### src/rtl/cdb_writeback_arbiter_pkg.sv
// Shared result bundle carried from the functional units to writeback.
// Field widths match the rename table and ROB sizing.
package cdb_writeback_arbiter_pkg;

  localparam int PREG_BITS = 6;

  typedef struct packed {
    logic [6:0] opcode;
    logic [4:0] rd_s;
    logic [4:0] rs1_s;
    logic [4:0] rs2_s;
  } inst_t;

  typedef struct packed {
    logic [PREG_BITS-1:0] rd;
  } rat_t;

  typedef struct packed {
    logic [7:0] rob_id;
  } rob_t;

  typedef struct packed {
    inst_t inst;
    rat_t  rat;
    rob_t  rob;
  } inst_info_t;

  typedef struct packed {
    logic        ready_for_writeback;
    logic [31:0] register_value;
    inst_info_t  inst_info;
  } fu_output_t;

endpackage

### src/rtl/cdb_writeback_arbiter.sv
// Per-FU result FIFOs with a round-robin grant onto the common data bus.
// The granted head is registered into cdb_out together with a PRF write.
module cdb_writeback_arbiter
  import cdb_writeback_arbiter_pkg::*;
#(
  parameter int N_SRC  = 2,
  parameter int DEPTH  = 2,
  parameter int PREG_W = 6
) (
  input  logic                     clk,
  input  logic                     rst_n,
  input  logic                     flush,
  input  fu_output_t               fu_out [N_SRC],
  output logic [N_SRC-1:0]         fu_ready,
  output fu_output_t               cdb_out,
  output logic [$clog2(N_SRC)-1:0] cdb_src,
  output logic                     prf_we,
  output logic [PREG_W-1:0]        prf_rd,
  output logic [31:0]              prf_wdata,
  output logic [7:0]               prf_rob_id
);

  localparam int SW = $clog2(N_SRC);
  localparam int PW = $clog2(DEPTH);
  localparam int CW = PW + 1;

  fu_output_t      mem    [N_SRC][DEPTH];
  logic [PW-1:0]   wr_ptr [N_SRC];
  logic [PW-1:0]   rd_ptr [N_SRC];
  logic [CW-1:0]   count  [N_SRC];
  logic [SW-1:0]   rr_ptr;
  logic [SW-1:0]   winner;
  logic [SW-1:0]   idx;
  logic            win_valid;
  logic [N_SRC-1:0] push;
  logic [N_SRC-1:0] pop;
  fu_output_t      head;

  // Ready depends on registered occupancy only; no bypass from a pop.
  always_comb begin
    fu_ready = '0;
    push     = '0;
    for (int i = 0; i < N_SRC; i++) begin
      fu_ready[i] = (count[i] != CW'(DEPTH));
      push[i]     = fu_out[i].ready_for_writeback && fu_ready[i] && !flush;
    end
  end

  always_comb begin
    win_valid = 1'b0;
    winner    = '0;
    idx       = '0;
    for (int k = 0; k < N_SRC; k++) begin
      idx = SW'((int'(rr_ptr) + k) % N_SRC);
      if (!win_valid && count[idx] != '0) begin
        win_valid = 1'b1;
        winner    = idx;
      end
    end
  end

  always_comb begin
    pop = '0;
    if (win_valid && !flush) pop[winner] = 1'b1;
    head = mem[winner][rd_ptr[winner]];
  end

  always_ff @(posedge clk or negedge rst_n) begin
    if (!rst_n) begin
      for (int i = 0; i < N_SRC; i++)
        for (int j = 0; j < DEPTH; j++)
          mem[i][j] <= '0;
    end else begin
      for (int i = 0; i < N_SRC; i++)
        if (push[i]) mem[i][wr_ptr[i]] <= fu_out[i];
    end
  end

  always_ff @(posedge clk or negedge rst_n) begin
    if (!rst_n) begin
      for (int i = 0; i < N_SRC; i++) begin
        wr_ptr[i] <= '0;
        rd_ptr[i] <= '0;
        count[i]  <= '0;
      end
    end else if (flush) begin
      for (int i = 0; i < N_SRC; i++) begin
        wr_ptr[i] <= '0;
        rd_ptr[i] <= '0;
        count[i]  <= '0;
      end
    end else begin
      for (int i = 0; i < N_SRC; i++) begin
        if (push[i]) wr_ptr[i] <= wr_ptr[i] + 1'b1;
        if (pop[i])  rd_ptr[i] <= rd_ptr[i] + 1'b1;
        count[i] <= count[i] + CW'(push[i]) - CW'(pop[i]);
      end
    end
  end

  always_ff @(posedge clk or negedge rst_n) begin
    if (!rst_n) begin
      rr_ptr <= '0;
    end else if (!flush && win_valid) begin
      rr_ptr <= (winner == SW'(N_SRC - 1)) ? '0 : winner + 1'b1;
    end
  end

  // Data fields hold when idle; only the valid and write enable drop.
  always_ff @(posedge clk or negedge rst_n) begin
    if (!rst_n) begin
      cdb_out <= '0;
      cdb_src <= '0;
      prf_we  <= 1'b0;
    end else if (flush || !win_valid) begin
      cdb_out.ready_for_writeback <= 1'b0;
      prf_we                      <= 1'b0;
    end else begin
      cdb_out                     <= head;
      cdb_out.ready_for_writeback <= 1'b1;
      cdb_src                     <= winner;
      prf_we <= (head.inst_info.inst.rd_s != 5'd0);
    end
  end

  assign prf_rd     = PREG_W'(cdb_out.inst_info.rat.rd);
  assign prf_wdata  = cdb_out.register_value;
  assign prf_rob_id = cdb_out.inst_info.rob.rob_id;

endmodule

### config.mk
export PLATFORM = sky130hd
export DESIGN_NAME = cdb_writeback_arbiter
export DESIGN_NICKNAME = d
export VERILOG_FILES = /design/src/rtl/cdb_writeback_arbiter_pkg.sv /design/src/rtl/cdb_writeback_arbiter.sv
export SDC_FILE = /design/constraint.sdc
export NUM_CORES = 1
export LEC_CHECK = 0
export BUFFER_PORTS_ARGS = -buffer_cell sky130_fd_sc_hd__buf_2
export CAP_MARGIN = 20
export CORE_MARGIN = 4
export CORE_UTILIZATION = 45
export CTS_CLUSTER_DIAMETER = 120
export DETAILED_ROUTE_END_ITERATION = 8
export HOLD_SLACK_MARGIN = 0.15
export PLACE_DENSITY = 0.66
export SLEW_MARGIN = 20
export SYNTH_ARGS = -nofsm -noshare
export SYNTH_HDL_FRONTEND = slang
export SYNTH_SLANG_ARGS = --single-unit
### constraint.sdc
create_clock -name clk -period 2.47 [get_ports clk]
set_input_delay 0.3705 -clock clk [delete_from_list [all_inputs] [get_ports clk]]
set_output_delay 0.3705 -clock clk [all_outputs]
set_load 0.03 [all_outputs]
Yosys cells after proc, flatten, opt, wreduce, memory -nomap -nowiden --
Index checks and enable logic that the tools add are counted.
Cells by class: eq/ne operators 2, bitwise gates (word level) 6, order comparisons 10, add/sub/neg operators 10, reduce and logical (&&, ||, !) cells 20, muxes and demuxes 38
Operators with widths (number):
- $mux 137 | 3
- $bwmux 138 | 2
- $mux 68 | 3
- $demux 69 s1 | 2
- $mux 69 | 2
- $mux 2 | 9
- $mux 1 | 15
- $ge 2x2->1 const B | 6
- $not 1->2 | 6
- $reduce_bool 2->1 | 6
- $logic_and 1x1->1 | 9
- $add 1x1->1 const B | 6
- $reduce_bool 5->1 | 1
- $add 2x1->2 | 2
- $lt 2x1->1 const B | 2
- $mux 4 | 1
- $ne 2x2->1 const B | 2
- $sub 2x1->2 | 2
- $logic_not 1->1 | 3
- $lt 1x2->1 const B | 1
- $demux 1 s1 | 1
- $ge 1x1->1 const B | 1
- $logic_or 1x1->1 | 1
Word-level totals: input port bits 141, logic and storage cells 135, register bits after elaboration 356

Longest topological paths before layout --
depth in word-level cells 19, gate-level depth with buffers 10, mapped depth without buffers 9

Worst setup path after synthesis --
No wires, ideal clock.
path kind register to register, from reg count[3] (netlist bit), to reg count[1] (netlist bit), setup slack 0.463 ns, cell stages (with the launch flop) 11, data arrival time 1.886 ns, data required time 2.349 ns, cell sequence dfrtp_1 -> o21bai_1 -> o21ai_2 -> buf_2 -> nor2_1 -> ha_1 -> inv_1 -> ha_1 -> xor2_1 -> xnor2_1 -> nor2_1
Between the ends: word-level cells in the longest chain between the ends 15
Ends and longest elaborated chain:
- from (decl) | line cdb_writeback_arbiter.sv:30 | logic [CW-1:0] count [N_SRC];
- from (signal, indexed assignment) | line cdb_writeback_arbiter.sv:96 | count[i] <= count[i] + CW'(push[i]) - CW'(pop[i]);
- $mux 2 (not written as such) (3 in series) | line cdb_writeback_arbiter.sv:55 | if (!win_valid && count[idx] != '0) begin
- $reduce_bool 2->1 | line cdb_writeback_arbiter.sv:55
- $mux 1 | line cdb_writeback_arbiter.sv:55
- $logic_not 1->1 | line cdb_writeback_arbiter.sv:55
- $logic_and 1x1->1 | line cdb_writeback_arbiter.sv:55
- $mux 1 | line cdb_writeback_arbiter.sv:55
- $lt 1x2->1 (not written as such) or $ge 1x1->1 (tied branches) | line cdb_writeback_arbiter.sv:64 | if (win_valid && !flush) pop[winner] = 1'b1;
- $logic_and 1x1->1 (not written as such) | line cdb_writeback_arbiter.sv:64
- $mux 1 (not written as such) | line cdb_writeback_arbiter.sv:64
- $demux 1 s1 | line cdb_writeback_arbiter.sv:64
- $mux 2 * | line cdb_writeback_arbiter.sv:64
- $sub 2x1->2 * | line cdb_writeback_arbiter.sv:96
- $mux 4 * | line cdb_writeback_arbiter.sv:86 | end else if (flush) begin
Every way passes the cells marked *; elsewhere a longest branch is shown, timed or not. The select of a mux whose other input is x is not followed. A chain may end at the register's enable or synchronous reset.

Worst setup path in the final report --
Same ends and word-level chain as after synthesis.

==> results_dict.tcl <==
set metrics [dict create \
    power_density_nw_per_um2 1360 \
    crit_path_end_kind "register" \
    grt_pass1_vias 11068 \
    p_leak_nw 8.88 \
    synth_area_leaders "dfrtp_1 (56%), mux2_2 (14%), a211oi_1 (6.0%)" \
    tightestPinTransition_ps 915 \
    avgSynthCellArea_um2 12.9 \
    min_from "flush" \
    hp-class "in -> reg" \
    cts_resized 0 \
    rows 68 \
    core-area_um2 34500 \
    status "finished, final reports clean" \
    dieHeight_um 195 \
    clock_latency_ps 520 \
    fillerInstances 2771 \
    ys_ff_latch 352 \
    critical_path_class "reg -> reg" \
    fmax_ghz 0.488 \
    start_kind "register" \
    synth_edf_count 0 \
    synth_top_area_share_pct 56.1 \
    htreeDepth 2 \
    netlist_area_um2 15700 \
    drive_gt1_share_pct 35.8 \
    grt-ovfl-total 0 \
    yosys-top-cells-count "dfrtp_1 (352), mux2_2 (199), nor2b_1 (128)" \
    ir_drop_mv 0.989 \
    netlist_instances 1216 \
    fin_total_pwr_mw 27.1 \
    grt_max_degree 80 \
    cts-root-buf "clkbuf_16" \
    crit_start "count[3]$_DFF_PN0_" \
    maxCapViolCount 0 \
    vias 10610 \
    worstPathRequired_ps 2870 \
    synthArstFlopShare_pct 100 \
    timing.final.ws_setup_ps 421 \
    final.min_clock_period_ps 2050 \
    die_w_um 195 \
    clk_pin_slew_ps 60 \
    design_area_um2 19900 \
    cts.path.max_buffers 3 \
    drtAntennaViolNets 0 \
    dr.pass1.iters 4 \
    routed_wl_mm 37.6 \
    placed_cell_area_um2 17200 \
    rsz0062_at_grt "no" \
    io_pins 260 \
    finalHoldViolCount 0 \
    min_period_over_period_pct 82.9 \
    skew_ps 18.4 \
    synth_most_common_cell "dfrtp_1" \
    synthFlopType "dfrtp_1" \
    multi_input_area_um2 6120 \
    cts.sinks 352 \
    cp_max_fo 4 \
    hpwl_mm 22.8 \
    syn_to_final_growth_pct 26.8 \
    final.setup.tns_ps 0 \
    seq_area_frac_synth_pct 56.1 \
    crit_arrival_ps 2450 \
    drtIter0Drc 428 \
    synth_cell_types 35 \
    nets 1691 \
    r2r-start "count[3]$_DFF_PN0_" \
    dp_slack_ps 403 \
    grt_pass1_wl_mm 61.0 \
    setup_viol 0 \
    route.detailed.drc 0 \
    post-cts-setup-buffers 0 \
    max_slew_margin_pct 39.0 \
    viasPerCell 5.21 \
    start_util_pct 45.6 \
    yosysTopAreaCell "dfrtp_1" \
    portBuffers 259 \
    final_max_slew_viol_count 0 \
    die-area_um2 38000 \
    wl_per_cell_um 18.5 \
    regArea_um2 8820 \
    yosysWarningCount 0 \
    syn_nets 1361 \
    antenna_found_initial 5 \
    numCtsBuffers 40 \
    cts_tree "done" \
    grt_usage_pct 19.6 \
    gp_congestion 0.754 \
]
## metrics by stage
step	hold WS [ps]	util (%)	instances
6_report	195	57.8	2036
5_1_grt	179	57.8	2036
4_1_cts	169	57.8	2031
3_5_place_dp	373	49.9	1822
3_3_place_gp	370	49.9	1822
2_1_floorplan	74.9	-	1216
## critical path, cell delays in order, from the launching register on
cell and delay [ps]:
dfrtp_1 430, o21bai_1 270, o21ai_4 110, nor2_1 270, ha_1 290, inv_1 50
ha_1 140, xor2_1 180, xnor2_1 130, nor2_1 50
## layer usage
layer / track usage (%) / wire, µm / vias to the layer above
met4: 4.73 / 695 / 0
met2: 33.7 / 18800 / 232
met3: 3.61 / 1860 / 52
li1: - / - / 4987
met1: 26.0 / 16200 / 5339
met5: 0 / 0 / -
## cell usage in the layout, fill, tap and decap left out, types with 3 or more instances in the layout
cell type      netlist  final
nand2_1             71     71
buf_2               41    258
diode_2              0      5
clkinv_2             0     12
mux2_2             199    199
xor2_1               4      4
nor2b_1            128    128
inv_1                3      3
buf_4               54     11
ha_1                 4      4
dfrtp_1            352    350
buf_12               0     15
clkbuf_16            0     42
o31ai_1             64     64
clkbuf_1            30      4
nor2_1              13     13
mux2i_1             10     10
clkbuf_8             0      8
o21ai_1              3      3
mux2_1              80     80
dlygate4sd3_1        0    137
a211oi_1           126    126
## kinds of logic (layout without fill, tap and decap cells)
logic type	after synthesis	count (layout)	synth area share (%)
and+or+nand+nor	226	226	7.89
other	0	5	0
buffers and inverters	137	497	5.22
DFF	352	352	56.1
muxes	289	289	20.6
xor gates and xnor gates	6	6	0.334
adders and majority gates	4	4	0.319
AOI/OAI and AO/OA	202	202	9.55
## path summary, 6_finish.rpt
check                      cells after the start                      end  slack, ps
setup / recovery                               9       count[1]$_DFF_PN0_        420
hold / removal                                 2    wr_ptr[1]$_DFFE_PN0P_        200
setup reg to reg                               9       count[1]$_DFF_PN0_        420
hold reg to reg                                2  cdb_out[28]$_DFFE_PN0N_        470
max in group asynchronous                      3      mem[66]$_DFFE_PN0P_       1290
min in group asynchronous                      2     mem[114]$_DFFE_PN0P_        420
## repair_timing
item,in CTS,in global routing
setup endpoints to repair,0,0
hold buffers,137,0
endpoints found under the hold margin,326,0
## layout make-up
type | count | share of cell area (%)
Multi-Input combinational cell | 727 | 30.7
Antenna cell | 5 | 0.0628
Sequential cell | 352 | 44.2
Clock inverter | 18 | 0.810
Clock buffer | 54 | 5.90
Timing Repair Buffer | 422 | 15.4
Tap cell | 455 | 2.86
Inverter | 3 | 0.0565
## flip-flops by register name, summed over array words and instances, names as in the netlist
| register | cells |
|---|---|
| prf_we | 1 |
| prf_wdata | 32 |
| count | 4 |
| mem | 272 |
| cdb_out | 23 |
| wr_ptr | 2 |
| cdb_src | 1 |
| prf_rd | 6 |
| rd_ptr | 2 |
| prf_rob_id | 8 |
| rr_ptr | 1 |
## power by group
part           total [mW]  leakage [nW]  switching (mW)  internal [mW]
combinational        10.9          3.99            6.25           4.69
clock                5.89         0.671            2.33           3.56
sequential           10.3          4.22            1.64           8.67
Power figures use the tool's default switching activity.
